### src/rtl/tick_scheduler.sv
// Paces the Chip-8 core with a programmable-rate cpu_tick and a fixed-rate timer_tick, plus run/pause/single-step control.
// All outputs registered; a new divisor waits in a one-entry slot (cfg_ready low) until the next tick boundary or pause.
module tick_scheduler #(
   parameter int CLK_HZ      = 50000000,
   parameter int TIMER_HZ    = 60,
   parameter int DIV_W       = 20,
   parameter int DEFAULT_DIV = 100000
) (
   input  logic             clk_in,
   input  logic             res,
   input  logic [DIV_W-1:0] cfg_div,
   input  logic             cfg_valid,
   output logic             cfg_ready,
   input  logic             pause,
   input  logic             step,
   output logic             cpu_tick,
   output logic             timer_tick,
   output logic [DIV_W-1:0] cur_div,
   output logic             paused
);

   localparam int TDIV_RAW = CLK_HZ / TIMER_HZ;
   localparam int TDIV     = (TDIV_RAW < 1) ? 1 : TDIV_RAW;
   localparam int TW       = (TDIV > 1) ? $clog2(TDIV) : 1;
   localparam logic [TW-1:0]    TMAX    = TW'(TDIV - 1);
   localparam logic [DIV_W-1:0] DIV_RST = DIV_W'(DEFAULT_DIV);

   typedef enum logic [1:0] {
      ST_RUN    = 2'd0,
      ST_PAUSED = 2'd1,
      ST_STEP   = 2'd2
   } state_t;

   state_t             state_q, state_nxt;
   logic [DIV_W-1:0]   cnt_q, cnt_nxt;
   logic [TW-1:0]      tcnt_q, tcnt_nxt;
   logic [DIV_W-1:0]   pend_q, pend_nxt;
   logic               pend_vld_q, pend_vld_nxt;
   logic [DIV_W-1:0]   cur_div_q, cur_div_nxt;
   logic               cpu_tick_q, cpu_tick_nxt;
   logic               timer_tick_q, timer_tick_nxt;
   logic               cfg_ready_q, cfg_ready_nxt;
   logic               paused_q, paused_nxt;

   logic               accept;
   logic               apply;
   logic [DIV_W-1:0]   pend_eff;
   logic [DIV_W-1:0]   div_now;
   logic               cpu_wrap;
   logic               tmr_wrap;

   assign accept   = cfg_valid && cfg_ready_q;
   // A pending divisor lands right after a tick in RUN, or at once while paused.
   assign apply    = pend_vld_q && ((state_q == ST_RUN && cpu_tick_q) || state_q == ST_PAUSED);
   assign pend_eff = (pend_q == '0) ? DIV_W'(1) : pend_q;
   // The restart after an applying tick already runs at the new rate.
   assign div_now  = apply ? pend_eff : cur_div_q;
   assign cpu_wrap = (div_now <= DIV_W'(1)) || (cnt_q >= div_now - DIV_W'(1));
   assign tmr_wrap = (tcnt_q == TMAX);

   always_comb begin
      state_nxt      = state_q;
      cnt_nxt        = cnt_q;
      tcnt_nxt       = tcnt_q;
      cpu_tick_nxt   = 1'b0;
      timer_tick_nxt = 1'b0;
      cur_div_nxt    = cur_div_q;
      pend_nxt       = pend_q;
      pend_vld_nxt   = pend_vld_q;

      case (state_q)
         ST_RUN: begin
            if (cpu_wrap) begin
               cnt_nxt      = '0;
               cpu_tick_nxt = 1'b1;
            end else begin
               cnt_nxt = cnt_q + DIV_W'(1);
            end
            if (tmr_wrap) begin
               tcnt_nxt       = '0;
               timer_tick_nxt = 1'b1;
            end else begin
               tcnt_nxt = tcnt_q + TW'(1);
            end
            if (pause) begin
               state_nxt = ST_PAUSED;
            end
         end
         ST_PAUSED: begin
            cnt_nxt = '0;
            if (!pause) begin
               state_nxt = ST_RUN;
            end else if (step) begin
               state_nxt = ST_STEP;
            end
         end
         ST_STEP: begin
            cnt_nxt      = '0;
            cpu_tick_nxt = 1'b1;
            state_nxt    = ST_PAUSED;
         end
         default: begin
            cnt_nxt   = '0;
            state_nxt = ST_RUN;
         end
      endcase

      // apply and accept are exclusive: cfg_ready is low whenever the slot is full.
      if (apply) begin
         cur_div_nxt  = pend_eff;
         pend_vld_nxt = 1'b0;
      end else if (accept) begin
         pend_nxt     = cfg_div;
         pend_vld_nxt = 1'b1;
      end

      cfg_ready_nxt = !pend_vld_nxt;
      paused_nxt    = (state_nxt != ST_RUN);
   end

   always_ff @(posedge clk_in) begin
      if (res) begin
         state_q      <= ST_RUN;
         cnt_q        <= '0;
         tcnt_q       <= '0;
         pend_q       <= '0;
         pend_vld_q   <= 1'b0;
         cur_div_q    <= DIV_RST;
         cpu_tick_q   <= 1'b0;
         timer_tick_q <= 1'b0;
         cfg_ready_q  <= 1'b1;
         paused_q     <= 1'b0;
      end else begin
         state_q      <= state_nxt;
         cnt_q        <= cnt_nxt;
         tcnt_q       <= tcnt_nxt;
         pend_q       <= pend_nxt;
         pend_vld_q   <= pend_vld_nxt;
         cur_div_q    <= cur_div_nxt;
         cpu_tick_q   <= cpu_tick_nxt;
         timer_tick_q <= timer_tick_nxt;
         cfg_ready_q  <= cfg_ready_nxt;
         paused_q     <= paused_nxt;
      end
   end

   assign cpu_tick   = cpu_tick_q;
   assign timer_tick = timer_tick_q;
   assign cfg_ready  = cfg_ready_q;
   assign cur_div    = cur_div_q;
   assign paused     = paused_q;

endmodule

### config.mk
export PLATFORM = sky130hd
export DESIGN_NAME = tick_scheduler
export DESIGN_NICKNAME = d
export VERILOG_FILES = /design/src/rtl/tick_scheduler.sv
export SDC_FILE = /design/constraint.sdc
export NUM_CORES = 1
export LEC_CHECK = 0
export ABC_AREA = 1
export BUFFER_PORTS_ARGS = -buffer_cell sky130_fd_sc_hd__buf_2
export CORE_ASPECT_RATIO = 1.75
export CORE_MARGIN = 2
export CORE_UTILIZATION = 54
export DETAILED_ROUTE_END_ITERATION = 10
export PLACE_DENSITY_LB_ADDON = 0.12
export SYNTH_ARGS = -nofsm -noshare
export SYNTH_HDL_FRONTEND = slang
export SYNTH_SLANG_ARGS = --single-unit
### constraint.sdc
create_clock -name clk_in -period 3 [get_ports clk_in]
set_clock_uncertainty 0.05 [all_clocks]
set_input_delay 0.6 -clock clk_in [delete_from_list [all_inputs] [get_ports clk_in]]
set_output_delay 0.6 -clock clk_in [all_outputs]
set_load 0.05 [all_outputs]
# Word level (Yosys, flattened, before mapping)
# Cells that the tools add are included.
# totals
register_bits	87
rom_bits	0
output_inout_bits	24
mem_bits_rw	0
memories	0
wordCells	44
inputBits	25
latch_bits	0
# classes
magnitude_cmp	2
n_mux	12
bitwise_logic	2
n_addsub	3
n_eq_ne	3
shift	0
div	0
n_mul	0
n_reduce_logical	12
# ops
operator	count
$mux W20	3
$add A20 B1 Y20 const B	2
$eq A20 B20 Y1 const B	1
$ge A20 B20 Y1	1
$le A20 B1 Y1 const B	1
$logic_not A20 Y1	1
$sub A20 B1 Y20 const B	1
$mux W2	3
$pmux W2 S3	1
$mux W1	4
$logic_and A1 B1 Y1	3
$reduce_or A3 Y1	1
$eq A2 B1 Y1 const B	1
$eq A2 B2 Y1 const B	1
$logic_not A2 Y1	1
$logic_or A1 B1 Y1	2
$not A1 Y1	2
$pmux W1 S2	1
$reduce_and A2 Y1	1
$reduce_bool A2 Y1	1
$reduce_or A2 Y1	1
$logic_not A1 Y1	1

# Logic depth before layout (Yosys ltp)
# logic_depth
word_depth	10
mapped_depth	25

# Worst setup path before layout
# No wires, ideal clock.
# synth_path
path_type	reg2reg
start	register cpu_tick_q, in the netlist cpu_tick
end	register cnt_q[15]
setup_slack_ns	-0.353
period_less_slack_ns	3.353
arrival_ns	3.187
n_path_buf	2
path_stages_with_launch	25
path_cell_list	dfxtp_1 > inv_1 > nand2_4 > nand2_4 > buf_4 > inv_2 > nand3_1 > nand2_2 > ha_1 > nand2_1 > nor2_2 > nand4_1 > xor2_1 > inv_1 > ha_1 > nand2_1 > nor2_1 > nand2_1 > nor2_1 > nand2_1 > nand3_1 > nor2_1 > nand4_2 > buf_6 > nor2_1
# synth_via
elab_chain_len	8
word_cells_on_any_way	9
classes_between	1 x add/sub; 2 x order compare; 1 x mux; 5 x reduce/logical
# synth_rtl
element	line_no	source
from (decl)	40	logic cpu_tick_q, cpu_tick_nxt;
from (signal assigned)	140	cpu_tick_q <= cpu_tick_nxt;
$logic_and A1 B1 Y1 (*)	54	assign apply = pend_vld_q && ((state_q == ST_RUN && cpu_tick_q) || state_q == ST_PAUSED);
$logic_or A1 B1 Y1 (*)	54	
$logic_and A1 B1 Y1 (*)	54	
$mux W20 (*)	n/a	
$sub A20 B1 Y20	58	assign cpu_wrap = (div_now <= DIV_W'(1)) || (cnt_q >= div_now - DIV_W'(1));
$ge A20 B20 Y1	58	
$logic_or A1 B1 Y1 (*)	58	
$reduce_or A3 Y1 (no line) (*)	n/a	
to (signal assigned)	135	cnt_q <= cnt_nxt;
to (decl)	35	logic [DIV_W-1:0] cnt_q, cnt_nxt;
# Mark *: on every way between the ends. The rest lies on a longest branch, timed or not.
# A chain may end at the register's enable or synchronous reset.

# Worst setup path after layout
# layout_path
start	register cpu_tick_q, in the netlist cpu_tick
end	register cnt_q[8]
# The elaborated chain is that of the path after synthesis.

==> reports/metrics.yaml <==
top_usage_layer: "met2"
hold_class: "flip-flop to flip-flop"
reg2regPathDepth: 21
hold_depth: 1
drtPass1Iterations: 5
power.density_mw_per_mm2: 445
yosysWarnings: 0
postCtsHoldBufs: 0
wirelength_um: 13700
synth_edf_count: 0
rows: 45
clock_sinks: 87
core_area_mm2: 0.00867
grt_pass1_wl_um: 20300
synth_area_leaders: "dfxtp_1 36%, nand2_1 12%, nor2_1 11%"
vias: 4946
cts-root-buf: "clkbuf_16"
synth_ff_type: "dfxtp_1"
finalSetupViolations: 21
grt_use_met2_pct: 51.9
cts_buffer_depth: 2
rsz0062_at_grt: "yes"
synth_xor_area_share_pct: 7.07
synth_compound_area_share_pct: 6.55
slew_headroom_pct: 58.2
end_kind: "flip-flop"
setup_tns_ps: -4260
status: "finished, violations left"
h-tree-depth: 3
drive_gt1_share_pct: 30.8
avgSynthCellArea_um2: 6.82
grt_usage_pct: 26.9
die_h_um: 129
portBuffers: 48
placed_area_mm2: 0.00553
clock_latency_ps: 340
synth_top_family_by_area: "simple AND/OR/NAND/NOR gates"
setup_ws_ps: -224
yosys.area_share.adder_pct: 6.47
final_area_mm2: 0.00650
met3_usage_pct: 4.35
synth-simple-area-share_pct: 35.5
hold_viol_final: 0
slew_viol_final: 0
synth-async-reset-ratio_pct: 0
hold_ws_ps: 411
yosysMostFrequentCell: "nand2_1"
synth_top_area_share_pct: 36.0
max_freq_mhz: 310
grt_pass1_vias: 4735
tightest_slew_ps: 626
violations: "setup timing"
die_width_um: 75.5
detail-route-antenna-nets: 0
start_util_pct: 55.8
drtIter0Drc: 266
synth_area_leader_cell: "dfxtp_1"
area_delta_synth_final_pct: 34.4
ys_ff_latch: 87
cp.required_ps: 3230
crit_path_max_fanout: 10
use_met1_pct: 26.9
critPathKind: "flip-flop to flip-flop"
syn_area_mm2: 0.00483
post_drt_wl_per_cell_um: 14.6
period_minus_slack_ps: 3220
peakVddDrop_v: 0.000389
r2r_slack_ps: -220
cts_tree: "built"
place_ws_ps: -209
grt_max_degree: 30
seq_area_frac_synth_pct: 36.0
syn_inst: 709
cap_violations: 0
synth_cell_types: 34
cts_buffers: 9
cp.arrival_ps: 3450
antenna_found_initial: 0
clk_pin_slew_ps: 60
synth_common_cells: "153 x nand2_1, 145 x nor2_1, 87 x dfxtp_1"
globalplace.congestion: 0.915
via_per_inst: 5.27
p_leak_uw: 0.00286
syn_nets: 759
overflow: 0
start_kind: "flip-flop"
drc: 0
finalPower_uw: 2890
hpwl_um: 9730
fin_nets: 866
diodes: 0
pin_count: 49
muxShareOfSynthArea_pct: 0
final.period_utilization_pct: 107
dieArea_mm2: 0.00976
==> through the flow <==
stage	instances	utilization [%]
after floorplan	709	-
after global placement	903	63.7
after detailed placement	903	63.7
after CTS	922	68.2
after global routing	938	74.9
final	938	74.9
==> worst max-delay path, cell delays in order, from the launching register on <==
cell	delay (ps)
dfxtp_4	360
inv_4	70
nand2_8	80
nand2_8	120
inv_2	60
or2_4	260
nand2_4	80
buf_4	120
buf_6	110
nand2_2	60
nor2_2	120
xor2_1	290
ha_1	320
a21oi_2	130
o21a_1	130
nand2_1	40
nand2_1	60
nand3_2	90
nor2_4	120
nand4_4	150
clkbuf_16	220
nor2_1	80
==> final timing paths <==
kind	endpoint	start
worst max-delay path	cnt_q[8]	cpu_tick
worst min-delay path	cnt_q[0]	cnt_q[0]
worst max register to register	cnt_q[8]	cpu_tick
worst min register to register	cnt_q[0]	cnt_q[0]
==> layer usage <==
metal	part of all wire [%]	vias to the layer above
li1	-	2467
met5	0	-
met2	57	128
met3	3.0	42
met4	4.1	0
met1	36	2309
==> state kept, by name, indices dropped and copies added (netlist names) <==
name / cells
cpu_tick: 1
state_q: 2
cfg_ready: 1
cur_div: 20
tcnt_q: 20
pend_q: 20
paused: 1
pend_vld_q: 1
cnt_q: 20
timer_tick: 1
==> logic make-up (layout without fill, tap and decap cells) <==
kind of cell	count (synthesis)	after routing
simple gates	400	402
buf+inv	99	209
fa+ha+maj	25	25
compound gates	59	59
flops	87	87
xor+xnor	39	39
==> layout make-up <==
type / count / area [um2]
clock buffer: 11 / 253
fill: 674 / 2170
sequential: 87 / 1750
tap: 117 / 146
timing repair buffer: 111 / 806
multi-input combinational: 525 / 3170
inverter: 82 / 323
clock inverter: 5 / 56.3
==> repair_timing <==
item	4_1_cts	5_1_grt
cloned	1	4
buffers inserted	2	12
resized for setup	19	121
endpoints found under the setup margin	21	21
pin swaps	9	44
==> layout by cell type, fill, tap and decap left out, types with 2 or more instances in the layout <==
| master | instances |
|---|---|
| inv_1 | 63 |
| buf_6 | 2 |
| nor3_1 | 17 |
| dfxtp_2 | 3 |
| nor2_1 | 111 |
| ha_1 | 22 |
| nand3_2 | 4 |
| nand2_4 | 16 |
| or2_2 | 2 |
| o21ai_0 | 25 |
| nand2_2 | 22 |
| nor2_2 | 22 |
| nand3_1 | 40 |
| buf_12 | 2 |
| inv_2 | 13 |
| o21ai_2 | 2 |
| clkbuf_8 | 2 |
| nand2_1 | 119 |
| inv_4 | 6 |
| buf_4 | 55 |
| dfxtp_1 | 83 |
| nor3_2 | 2 |
| a21oi_2 | 3 |
| nand4_1 | 16 |
| a21oi_1 | 22 |
| xor2_1 | 27 |
| ha_4 | 3 |
| nor2_4 | 20 |
| buf_2 | 48 |
| clkbuf_16 | 12 |
| a221oi_1 | 2 |
| nand2_8 | 2 |
| nor4_1 | 3 |
| xnor2_1 | 11 |
| clkinv_2 | 2 |
==> where the power goes <==
part	switching [uW]	internal, uW
Combinational	306	200
Clock	467	689
Sequential	32.7	1200
Total	806	2090
Note: power is estimated with default switching activity, not from simulation.
